--- src/rtl/dmem_arbiter.sv ---
`default_nettype none
// ============================================================================
// dmem_arbiter : shares the data-memory port between CPU (priority) and DMA,
//                with starvation guard, access checks and ack timeout.
// Optional: define DMEM_ARB_PERF_EN to add the perf_* counter outputs.
// Rev 1.0
// ============================================================================
module dmem_arbiter #(
   parameter int AW         = 32,
   parameter int DW         = 32,
   parameter int DMEM_BYTES = 6000,
   parameter int MAX_WAIT   = 8,
   parameter int TIMEOUT    = 64
) (
   input  logic          clk,
   input  logic          reset,
   input  logic          cpu_req_i,
   input  logic          cpu_we_i,
   input  logic [2:0]    cpu_size_i,
   input  logic [AW-1:0] cpu_addr_i,
   input  logic [DW-1:0] cpu_wdata_i,
   output logic [DW-1:0] cpu_rdata_o,
   output logic          cpu_done_o,
   output logic          cpu_err_o,
   output logic          cpu_stall_o,
   input  logic          dma_req_i,
   input  logic          dma_we_i,
   input  logic [2:0]    dma_size_i,
   input  logic [AW-1:0] dma_addr_i,
   input  logic [DW-1:0] dma_wdata_i,
   output logic [DW-1:0] dma_rdata_o,
   output logic          dma_done_o,
   output logic          dma_err_o,
`ifdef DMEM_ARB_PERF_EN
   output logic [31:0]   perf_cpu_stall_cyc_o,
   output logic [31:0]   perf_dma_grants_o,
   output logic [31:0]   perf_errors_o,
`endif
   output logic          mem_req_o,
   output logic          mem_we_o,
   output logic [2:0]    mem_size_o,
   output logic [AW-1:0] mem_addr_o,
   output logic [DW-1:0] mem_wdata_o,
   input  logic          mem_ack_i,
   input  logic [DW-1:0] mem_rdata_i
);

   localparam int WW  = $clog2(MAX_WAIT + 1);
   localparam int TW  = $clog2(TIMEOUT);
   localparam int AW1 = AW + 1;
   localparam logic [WW-1:0]  C_WAIT_SAT  = WW'(MAX_WAIT);
   localparam logic [TW-1:0]  C_TMO_LAST  = TW'(TIMEOUT - 1);
   localparam logic [AW1-1:0] C_MEM_LIMIT = AW1'(DMEM_BYTES);

   typedef enum logic [1:0] {
      S_IDLE = 2'd0,
      S_MEM  = 2'd1,
      S_RESP = 2'd2
   } state_t;

   state_t          state_q;
   logic            owner_dma_q;
   logic [WW-1:0]   wait_cnt_q;
   logic [TW-1:0]   tmo_cnt_q;
   logic            mem_req_q, mem_we_q;
   logic [2:0]      mem_size_q;
   logic [AW-1:0]   mem_addr_q;
   logic [DW-1:0]   mem_wdata_q;
   logic            cpu_done_q, cpu_err_q, dma_done_q, dma_err_q;
   logic [DW-1:0]   cpu_rdata_q, dma_rdata_q;

   logic            grant_dma_d, grant_any_d;
   logic            sel_we_d;
   logic [2:0]      sel_size_d;
   logic [AW-1:0]   sel_addr_d;
   logic [DW-1:0]   sel_wdata_d;
   logic [2:0]      nbytes_d;
   logic [AW1-1:0]  end_addr_d;
   logic            legal_d;

   always_comb begin
      grant_dma_d = dma_req_i & (~cpu_req_i | (wait_cnt_q >= C_WAIT_SAT));
      grant_any_d = grant_dma_d | cpu_req_i;
      sel_we_d    = grant_dma_d ? dma_we_i    : cpu_we_i;
      sel_size_d  = grant_dma_d ? dma_size_i  : cpu_size_i;
      sel_addr_d  = grant_dma_d ? dma_addr_i  : cpu_addr_i;
      sel_wdata_d = grant_dma_d ? dma_wdata_i : cpu_wdata_i;

      case (sel_size_d[1:0])
         2'b00:   nbytes_d = 3'd1;
         2'b01:   nbytes_d = 3'd2;
         2'b10:   nbytes_d = 3'd4;
         default: nbytes_d = 3'd0;
      endcase
      // One bit wider than the address so the end-of-access sum cannot wrap
      end_addr_d = {1'b0, sel_addr_d} + AW1'(nbytes_d);

      legal_d = 1'b1;
      if (sel_size_d == 3'b011 || sel_size_d[2:1] == 2'b11)
         legal_d = 1'b0;
      if (sel_size_d[1:0] == 2'b01 && sel_addr_d[0] != 1'b0)
         legal_d = 1'b0;
      if (sel_size_d == 3'b010 && sel_addr_d[1:0] != 2'b00)
         legal_d = 1'b0;
      if (end_addr_d > C_MEM_LIMIT)
         legal_d = 1'b0;
   end

   always_ff @(posedge clk) begin
      if (reset) begin
         state_q     <= S_IDLE;
         owner_dma_q <= 1'b0;
         wait_cnt_q  <= '0;
         tmo_cnt_q   <= '0;
         mem_req_q   <= 1'b0;
         mem_we_q    <= 1'b0;
         mem_size_q  <= '0;
         mem_addr_q  <= '0;
         mem_wdata_q <= '0;
         cpu_done_q  <= 1'b0;
         cpu_err_q   <= 1'b0;
         dma_done_q  <= 1'b0;
         dma_err_q   <= 1'b0;
         cpu_rdata_q <= '0;
         dma_rdata_q <= '0;
      end else begin
         cpu_done_q <= 1'b0;
         cpu_err_q  <= 1'b0;
         dma_done_q <= 1'b0;
         dma_err_q  <= 1'b0;

         if (state_q == S_IDLE && grant_dma_d)
            wait_cnt_q <= '0;
         else if (dma_req_i && wait_cnt_q < C_WAIT_SAT)
            wait_cnt_q <= wait_cnt_q + 1'b1;

         case (state_q)
            S_IDLE: begin
               if (grant_any_d) begin
                  owner_dma_q <= grant_dma_d;
                  mem_we_q    <= sel_we_d;
                  mem_size_q  <= sel_size_d;
                  mem_addr_q  <= sel_addr_d;
                  mem_wdata_q <= sel_wdata_d;
                  tmo_cnt_q   <= '0;
                  if (legal_d) begin
                     mem_req_q <= 1'b1;
                     state_q   <= S_MEM;
                  end else begin
                     state_q    <= S_RESP;
                     cpu_done_q <= ~grant_dma_d;
                     cpu_err_q  <= ~grant_dma_d;
                     dma_done_q <= grant_dma_d;
                     dma_err_q  <= grant_dma_d;
                  end
               end
            end
            S_MEM: begin
               if (mem_ack_i) begin
                  mem_req_q  <= 1'b0;
                  state_q    <= S_RESP;
                  cpu_done_q <= ~owner_dma_q;
                  dma_done_q <= owner_dma_q;
                  if (!mem_we_q) begin
                     if (owner_dma_q) dma_rdata_q <= mem_rdata_i;
                     else             cpu_rdata_q <= mem_rdata_i;
                  end
               end else if (tmo_cnt_q == C_TMO_LAST) begin
                  mem_req_q  <= 1'b0;
                  state_q    <= S_RESP;
                  cpu_done_q <= ~owner_dma_q;
                  cpu_err_q  <= ~owner_dma_q;
                  dma_done_q <= owner_dma_q;
                  dma_err_q  <= owner_dma_q;
               end else begin
                  tmo_cnt_q <= tmo_cnt_q + 1'b1;
               end
            end
            S_RESP:  state_q <= S_IDLE;
            default: state_q <= S_IDLE;
         endcase
      end
   end

   assign cpu_rdata_o = cpu_rdata_q;
   assign cpu_done_o  = cpu_done_q;
   assign cpu_err_o   = cpu_err_q;
   assign cpu_stall_o = cpu_req_i & ~cpu_done_q;
   assign dma_rdata_o = dma_rdata_q;
   assign dma_done_o  = dma_done_q;
   assign dma_err_o   = dma_err_q;
   assign mem_req_o   = mem_req_q;
   assign mem_we_o    = mem_we_q;
   assign mem_size_o  = mem_size_q;
   assign mem_addr_o  = mem_addr_q;
   assign mem_wdata_o = mem_wdata_q;

`ifdef DMEM_ARB_PERF_EN
   logic [31:0] perf_stall_q, perf_grants_q, perf_errors_q;

   always_ff @(posedge clk) begin
      if (reset) begin
         perf_stall_q  <= '0;
         perf_grants_q <= '0;
         perf_errors_q <= '0;
      end else begin
         if (cpu_stall_o)
            perf_stall_q <= perf_stall_q + 32'd1;
         if (state_q == S_IDLE && grant_dma_d)
            perf_grants_q <= perf_grants_q + 32'd1;
         // Error flags are single-cycle, so each errored transaction counts once
         if (cpu_err_q || dma_err_q)
            perf_errors_q <= perf_errors_q + 32'd1;
      end
   end

   assign perf_cpu_stall_cyc_o = perf_stall_q;
   assign perf_dma_grants_o    = perf_grants_q;
   assign perf_errors_o        = perf_errors_q;
`endif

endmodule
`default_nettype wire
--- config.mk ---
export PLATFORM = sky130hd
export DESIGN_NAME = dmem_arbiter
export DESIGN_NICKNAME = d
export VERILOG_FILES = /design/src/rtl/dmem_arbiter.sv
export SDC_FILE = /design/constraint.sdc
export NUM_CORES = 1
export LEC_CHECK = 0
export CAP_MARGIN = 0
export CORE_MARGIN = 2
export CORE_UTILIZATION = 46
export CTS_CLUSTER_DIAMETER = 100
export CTS_CLUSTER_SIZE = 12
export DETAILED_ROUTE_END_ITERATION = 7
export GPL_TIMING_DRIVEN = 0
export PLACE_DENSITY = 0.88
export RECOVER_POWER = 25
export SETUP_SLACK_MARGIN = 0.5
export SYNTH_ARGS = -nofsm -noshare
export SYNTH_HDL_FRONTEND = slang
export SYNTH_SLANG_ARGS = --single-unit
--- constraint.sdc ---
create_clock -name clk -period 13.91 [get_ports clk]
set_clock_uncertainty 0.15 [all_clocks]
set_input_delay 2.0865 -clock clk [delete_from_list [all_inputs] [get_ports clk]]
set_output_delay 2.0865 -clock clk [all_outputs]
set_load 0.05 [all_outputs]
==> flow_metrics.tcl, run 1 <==
set metrics [dict create \
    finalCritPeriodShare 0.584 \
    h-tree-depth 4 \
    grt.busiest_layer "met2" \
    finalMaxSlewViolations 0 \
    cellPowerDensity_nw_per_um2 107 \
    muxShareOfSynthArea 0.0412 \
    path_clk_slew_ns 0.06 \
    rows 46 \
    met1_usage 0.378 \
    synth_compound_area_frac 0.210 \
    finalWirelength_mm 28.1 \
    startpoint_type "primary input" \
    syn_to_final_growth_pct 53.7 \
    slowest_stage "clkdlybuf4s50_1" \
    leakagePower_nw 4.22 \
    clockBufferDepth 2 \
    first_iter_violations 772 \
    crit_fanout 10 \
    core_um2 15700 \
    layout_common_cells "nand2_1, clkdlybuf4s50_1, dfxtp_1" \
    critPathBufInv 8 \
    placedInstanceArea_um2 10700 \
    firstDrtPassIters 5 \
    post_cts_resized 0 \
    yosys.area_share.simple 0.254 \
    dpl.hpwl_mm 21.3 \
    outcome "finished, final reports clean" \
    gp_congestion 0.954 \
    fp.dieW_um 130 \
    hold_violations 0 \
    hold_buffers 0 \
    cpPeakStageDelay_ns 0.53 \
    cts_tree "yes" \
    syn_area_um2 7320 \
    timing.critical_path.arrival_ns 8.26 \
    clk_root_buffer_cell "clkbuf_16" \
    cts_buffers 17 \
    final_util 0.716 \
    async_reset_ff_frac 0 \
    wire_per_inst_um 18.8 \
    grt_overflow_total 0 \
    synthAdderAreaFrac 0.0103 \
    path_cells "clkdlybuf4s50_1 > nor2b_1 > buf_4 > nor2_8 > buf_4 > buf_2 > buf_1 > clkbuf_1 > buf_1 > o21ai_0 > ha_1 > clkbuf_2 > nand4b_1 > o31ai_1 > a211oi_4 > nor2_1 > a21oi_1 > a2111o_1 > a2111oi_2 > and4b_4 > o22ai_1" \
    ios 311 \
    use_met3 0.0968 \
    synth_top_family_by_area "simple AND/OR/NAND/NOR gates" \
    final_common_cell "nand2_1" \
    grt_util_all_layers 0.321 \
    die_height_um 130 \
    path_delay_family "buffers and inverters" \
    grt_pass1_wl_mm 42.2 \
    synth_warnings 0 \
    synth.avg_cell_area_um2 7.80 \
    hold_path_class "flip-flop to flip-flop" \
    cts_setup_buffers 0 \
    clk_latency_ns 0.42 \
    synth_edf_count 0 \
    fin_hold_ws_ns 0.300 \
    initial_core_util 0.466 \
    critical_path_class "primary input to flip-flop" \
    dieArea_um2 16900 \
    fmax_ghz 0.123 \
    worstMarginPinSlew_ns 0.818 \
    max-vdd-ir-drop_v 0.0000883 \
    antenna_found_initial 0 \
    yosysUniqueCellTypes 73 \
    dp_cells 1463 \
    synth-xor-area-share 0.0323 \
    setup_viol 0 \
    rsz0062_at_grt "no" \
    grt_max_degree 17 \
    grt_use_met2 0.546 \
    crit_path_end_kind "flip-flop" \
    drv_cap 0 \
    drive_gt1_frac 0.0438 \
    yosysSeqAreaShare 0.410 \
    required_ns 14.05 \
    syn-num-nets 1118 \
    nFillCells 1244 \
    grt_pass1_vias 8074 \
    period_needed_ns 8.13 \
    vias_per_cell 5.72 \
    ys_ff_latch 150 \
    cts.sinks 150 \
    final.setup.tns_ns 0 \
    netlist_instances 939 \
    post-route-cell-area_um2 11300 \
    fin_cells 1495 \
    ff2ff_setup_slack_ns 7.75 \
    slew_headroom 0.440 \
    synth_ff_type "dfxtp_1" \
    ant_nets 0 \
    drc_errors 0 \
    final_nets 1445 \
    port_buffers 308 \
    vias 8554 \
    diodes 0 \
]
[cell type report]
type / instances / area [µm²] / area share
multi-input cells: 713 / 4010 / 0.357
clock buffers: 18 / 439 / 0.0390
well taps: 216 / 270 / 0.0240
flip-flops and latches: 150 / 3000 / 0.267
repair buffers: 308 / 3080 / 0.274
inverters: 8 / 30.0 / 0.00267
plain buffers: 68 / 277 / 0.0246
clock inverters: 14 / 139 / 0.0123
[cell families (layout without fill, tap and decap cells)]
group | Yosys count | count (layout)
buffers and inverters | 76 | 416
xor gates and xnor gates | 27 | 27
and+or+nand+nor | 430 | 430
DFF | 150 | 150
AOI/OAI and AO/OA | 220 | 220
muxes | 30 | 30
adders and majority gates | 6 | 6
[flip-flops by register name (all words and copies together) (netlist names), 2 cells and up]
register     cells
state_q          2
tmo_cnt_q        6
dma_rdata_o     32
wait_cnt_q       4
mem_size_o       3
cpu_rdata_o     32
mem_wdata_o     32
mem_addr_o      32
[worst min-delay path, delay by kind of cell (launching register included)]
family	cells	cell delay [ns]
flip-flops	1	0.30
AND/OR/NAND/NOR	1	0.05
AO/OA/AOI/OAI	1	0.05
[cells in the mapped netlist (all sizes together) (6+ instances only)]
cell type    n  area (µm²)
nand2      248         931
nand2b       8        57.6
o21ai       14        70.1
xnor2       16         140
mux2i       29         290
nand3       20         100
o22ai        6        50.0
a311oi      42         368
and3         7        48.8
clkbuf      56         211
ha           6        75.1
xor2        11        96.3
nor2        93         365
inv          8        30.0
nand4        8        50.1
nor3        19        95.1
a21oi       82         410
buf         12        65.1
a31oi        6        37.5
a211oi      28         233
dfxtp      150        3000
[path summary, 6_finish.rpt]
check	startpoint	to	cells past startpoint
worst max-delay path	cpu_req_i	cpu_done_o	21
worst min-delay path	dma_rdata_o[11]	dma_rdata_o[11]	2
worst max register to register	wait_cnt_q[3]	cpu_done_o	20
worst min register to register	dma_rdata_o[11]	dma_rdata_o[11]	2
[per-layer routing]
layer / vias to the layer above / share of wire
li1: 3970 / -
met4: 0 / 0.034
met1: 4016 / 0.38
met3: 73 / 0.10
met5: - / 0
met2: 495 / 0.49
[power breakdown]
part           internal, W  switching [W]
logic             0.000112       0.000177
registers         0.000451      0.0000122
clock network     0.000256       0.000201
[per-stage QoR]
stage               worst slack (ns)  total power, W
floorplan                       7.25        0.000629
global placement                5.51        0.000756
detailed placement              5.49        0.000759
CTS                             5.89         0.00121
global route                    5.51         0.00125
finish                          5.78         0.00121
Power figures use the tool's default switching activity.
==> inputs of run 2 (changes only) <==
Settings changed: CORE_UTILIZATION 46 to 43, PLACE_DENSITY 0.88 to 0.83.
Clock period 13.91 ns to 7.65 ns, I/O delays scaled along.
==> flow_metrics.tcl, run 2 (synthesized netlist as in run 1, its figures left out) <==
set metrics [dict create \
    rr_startpoint "wait_cnt_q[3]" \
    finalWirelength_mm 27.6 \
    pre_cts_slack_ns -0.00278 \
    period_needed_ns 6.82 \
    timing.critical_path.arrival_ns 6.96 \
    leakagePower_nw 4.23 \
    hold_path_depth 2 \
    dpl.hpwl_mm 21.1 \
    final_util 0.678 \
    drive_gt1_frac 0.0461 \
    rows 47 \
    core_um2 16600 \
    drv_cap 0 \
    fmax_ghz 0.147 \
    dieArea_um2 18100 \
    fin_cells 1501 \
    antenna_found_initial 2 \
    clk_root_buffer_cell "clkbuf_16" \
    finalMaxSlewViolations 0 \
    max-vdd-ir-drop_v 0.000151 \
    cellPowerDensity_nw_per_um2 195 \
    nFillCells 1438 \
    grt_pass1_vias 8043 \
    hold_start "cpu_rdata_o[9]" \
    cpPeakStageDelay_ns 0.64 \
    grt_overflow_total 0 \
    die_height_um 135 \
    vias_per_cell 5.60 \
    vias 8405 \
    syn_to_final_growth_pct 54.0 \
    gp_congestion 0.989 \
    grt_pass1_wl_mm 42.4 \
    finalCritPeriodShare 0.892 \
    slew_headroom 0.388 \
    cts_tree "yes" \
    ant_nets 0 \
    hold_buffers 0 \
    worst_path_most_repeated_cell "clkbuf_1" \
    required_ns 7.78 \
    slowest_stage "clkdlybuf4s50_1" \
    path_clk_slew_ns 0.06 \
    crit_path_end_kind "flip-flop" \
    first_iter_violations 506 \
    grt_max_degree 17 \
    fin_hold_ws_ns 0.300 \
    ff2ff_setup_slack_ns 1.80 \
    firstDrtPassIters 5 \
    outcome "finished, final reports clean" \
    hold_violations 0 \
    critical_path_class "primary input to flip-flop" \
    path_cells "clkdlybuf4s50_1 > nand2b_4 > buf_6 > nand2_1 > buf_2 > clkbuf_1 > clkbuf_1 > clkbuf_1 > o21ai_0 > ha_1 > nand2_1 > o31ai_1 > a211oi_4 > o311a_1 > a31oi_1 > a2111o_1 > a2111oi_2 > and4b_4 > o22ai_1" \
    final_nets 1445 \
    port_buffers 308 \
    rsz0062_at_grt "no" \
    initial_core_util 0.440 \
    worstMarginPinSlew_ns 0.894 \
    rr_worst_depth 18 \
    drc_errors 0 \
    h-tree-depth 4 \
    wire_per_inst_um 18.4 \
    cts.sinks 150 \
    grt_util_all_layers 0.297 \
    cts_buffers 17 \
    startpoint_type "primary input" \
    dp_cells 1467 \
    clk_latency_ns 0.42 \
    hold_path_class "flip-flop to flip-flop" \
    crit_fanout 10 \
    fp.dieW_um 135 \
    layout_common_cells "nand2_1, clkdlybuf4s50_1, dfxtp_1" \
    setup_viol 0 \
    final_common_cell "nand2_1" \
    clockBufferDepth 2 \
    layout_setup_ws_ns 0.826 \
    setup.worst_path.start "cpu_req_i" \
    ios 311 \
]
run 2: cell types whose count changed in the layout (fill, tap and decap cells not counted), moves of 2 or more:
cell / previous run / this run
buf_1: 5 / 3
clkbuf_2: 1 / 3
clkinv_4: 3 / 1
diode_2: 0 / 2
inv_8: 1 / 3
run 2: what timing repair did:
| item | 4_1_cts | 5_1_grt |
|---|---|---|
| endpoints found under the setup margin | 5 | 7 |
| setup buffers | 0 | 0 |
| resized for setup | 1 | 3 |
run 2: cell type report:
type                       instances  area [µm²]  area share
antenna                            2        5.00    0.000444
buffer                            68         280      0.0248
clock buffer                      19         453      0.0402
clock inverter                    13         138      0.0122
inverter                           8        30.0     0.00266
multi-input combinational        713        4010       0.356
sequential                       150        3000       0.266
tap                              220         275      0.0244
timing repair buffer             308        3080       0.273
run 2: critical path: cells and delay by family:
family                   cells  cell delay, ns
buffers and inverters        6            2.65
AO/OA/AOI/OAI                8            2.13
AND/OR/NAND/NOR              4            0.76
adder cells (fa/ha/maj)      1            0.25
run 2: power breakdown:
part | switching [W] | internal, W | leakage [nW]
clock network | 0.000365 | 0.000477 | 0.279
logic | 0.000319 | 0.000202 | 2.72
registers | 0.0000223 | 0.000820 | 1.23
run 2: path summary, 6_finish.rpt:
check                                       to
worst min register to register  cpu_rdata_o[9]
worst max register to register      cpu_done_o
worst max-delay path                cpu_done_o
worst min-delay path            cpu_rdata_o[9]
run 2: per-stage QoR:
step,cell area (µm²),power (W),TNS [ns]
after CTS,11300,0.00221,0
after floorplan,7320,0.00114,0
after global routing,11300,0.00228,0
final,11300,0.00220,0
after global placement,10700,0.00138,0
after detailed placement,10700,0.00138,-0.00278
run 2: routing by layer:
layer  track usage  vias up  part of all wire
li1              -     3977                 -
met1         0.363     3882              0.40
met2         0.495      469              0.47
met3        0.0796       77             0.091
met4         0.127        0             0.038
met5             0        -                 0
==> inputs of run 3 (changes only) <==
Settings changed: RECOVER_POWER 25 to 50.
==> flow_metrics.tcl, run 3 (synthesized netlist as in run 1, its figures left out) <==
set metrics [dict create \
    outcome "finished, final reports clean" \
    vias_per_cell 5.60 \
    r2r_end "cpu_done_o" \
    dpl.hpwl_mm 21.1 \
    fmax_ghz 0.147 \
    cts_tree "yes" \
    critical_path_class "primary input to flip-flop" \
    cts.sinks 150 \
    leakagePower_nw 4.42 \
    drc_errors 0 \
    path_clk_slew_ns 0.06 \
    fp.dieW_um 135 \
    rr_worst_depth 18 \
    grt_pass1_wl_mm 42.4 \
    syn_to_final_growth_pct 54.0 \
    clk_root_buffer_cell "clkbuf_16" \
    drive_gt1_frac 0.0461 \
    period_needed_ns 6.82 \
    hold_path_depth 2 \
    clk_latency_ns 0.41 \
    cts_buffers 17 \
    multi_input_area_um2 4010 \
    gp_congestion 0.989 \
    grt_pass1_vias 8043 \
    hold_start "cpu_rdata_o[9]" \
    rr_startpoint "wait_cnt_q[3]" \
    drv_cap 0 \
    grt_overflow_total 0 \
    ant_nets 0 \
    core_um2 16600 \
    crit_fanout 10 \
    ios 311 \
    antenna_found_initial 2 \
    register_area_um2 3000 \
    layout_common_cells "nand2_1, clkdlybuf4s50_1, dfxtp_1" \
    crit_path_end_kind "flip-flop" \
    first_iter_violations 534 \
    grt_max_degree 17 \
    final_nets 1445 \
    clockBufferDepth 2 \
    pre_cts_slack_ns -0.00278 \
    vias 8399 \
    setup_viol 0 \
    max-vdd-ir-drop_v 0.000149 \
    finalCritPeriodShare 0.891 \
    firstDrtPassIters 5 \
    min_to "cpu_rdata_o[9]" \
    wire_per_inst_um 18.3 \
    cts_setup_buffers 0 \
    port_buffers 308 \
    wl_met3_mm 2.56 \
    rsz0062_at_grt "no" \
    final_common_cell "nand2_1" \
    worstMarginPinSlew_ns 0.888 \
    cellPowerDensity_nw_per_um2 195 \
    finalMaxSlewViolations 0 \
    hold_path_class "flip-flop to flip-flop" \
    required_ns 7.78 \
    m1WireLength_mm 11.1 \
    h-tree-depth 4 \
    dieArea_um2 18100 \
    die_height_um 135 \
    hold_violations 0 \
    layout_setup_ws_ns 0.834 \
    timing.critical_path.arrival_ns 6.95 \
    rows 47 \
    finalWirelength_mm 27.5 \
    top_layer_used "met4" \
    startpoint_type "primary input" \
    initial_core_util 0.440 \
    grt_util_all_layers 0.297 \
    nFillCells 1438 \
    fin_hold_ws_ns 0.300 \
    ff2ff_setup_slack_ns 1.80 \
    slew_headroom 0.393 \
    dr_wl_met2_mm 12.8 \
]
run 3: changes by cell type in the layout (fill, tap and decap cells not counted), sizes merged:
cell / before / now
clkdlybuf4s50: 239 / 171
dlygate4sd3: 69 / 137
run 3: where the power goes:
group	leakage (nW)	switching (W)	internal [W]	total (W)
logic	2.91	0.000318	0.000196	0.000514
registers	1.23	0.0000213	0.000820	0.000841
clock network	0.279	0.000364	0.000477	0.000841
run 3: per-stage QoR:
| step | cells | total power (W) | TNS [ns] | instance area, µm² | util |
|---|---|---|---|---|---|
| floorplan | 939 | 0.00114 | 0 | 7320 | - |
| global placement | 1467 | 0.00138 | 0 | 10700 | 0.642 |
| detailed placement | 1467 | 0.00138 | -0.00278 | 10700 | 0.642 |
| CTS | 1499 | 0.00221 | 0 | 11300 | 0.677 |
| global route | 1500 | 0.00227 | 0 | 11300 | 0.678 |
| finish | 1501 | 0.00220 | 0 | 11300 | 0.678 |
run 3: layout make-up:
type	count	share of cell area
Antenna cell	2	0.000444
Timing Repair Buffer	308	0.273
Tap cell	220	0.0244
Inverter	8	0.00266
Sequential cell	150	0.266
Buffer	68	0.0248
Clock buffer	19	0.0402
Multi-Input combinational cell	713	0.356
Clock inverter	13	0.0122
run 3: layer usage:
| metal | track usage | up-vias |
|---|---|---|
| met3 | 0.0796 | 74 |
| met1 | 0.363 | 3867 |
| li1 | - | 3980 |
| met2 | 0.495 | 478 |
| met4 | 0.127 | 0 |
| met5 | 0 | - |
run 3: worst max-delay path by stage:
stage	startpoint	endpoint	slack [ns]	cells past startpoint
2_1_floorplan	cpu_req_i	cpu_err_o	1.93	20
3_3_place_gp	cpu_req_i	cpu_done_o	0.06	21
3_5_place_dp	cpu_req_i	cpu_done_o	-0.003	21
4_1_cts	cpu_req_i	cpu_done_o	0.60	21
5_1_grt	cpu_req_i	cpu_done_o	0.64	21
6_report	cpu_req_i	cpu_done_o	0.83	19
run 3: repair_timing:
action / 4_1_cts / 5_1_grt
gates resized for setup: 1 / 3
setup endpoints to repair: 5 / 7
pin swaps: 0 / 0
cloned: 0 / 0
hold buffers: 0 / 0
run 3: critical path: stages:
cell	delay [ns]
clkdlybuf4s50_1	0.64
nand2b_4	0.07
buf_6	0.15
nand2_1	0.25
buf_2	0.34
clkbuf_1	0.60
clkbuf_1	0.49
clkbuf_1	0.44
o21ai_0	0.18
ha_1	0.24
nand2_1	0.07
o31ai_1	0.12
a211oi_4	0.53
o311a_1	0.21
a31oi_1	0.05
a2111o_1	0.41
a2111oi_2	0.49
and4b_4	0.37
o22ai_1	0.13
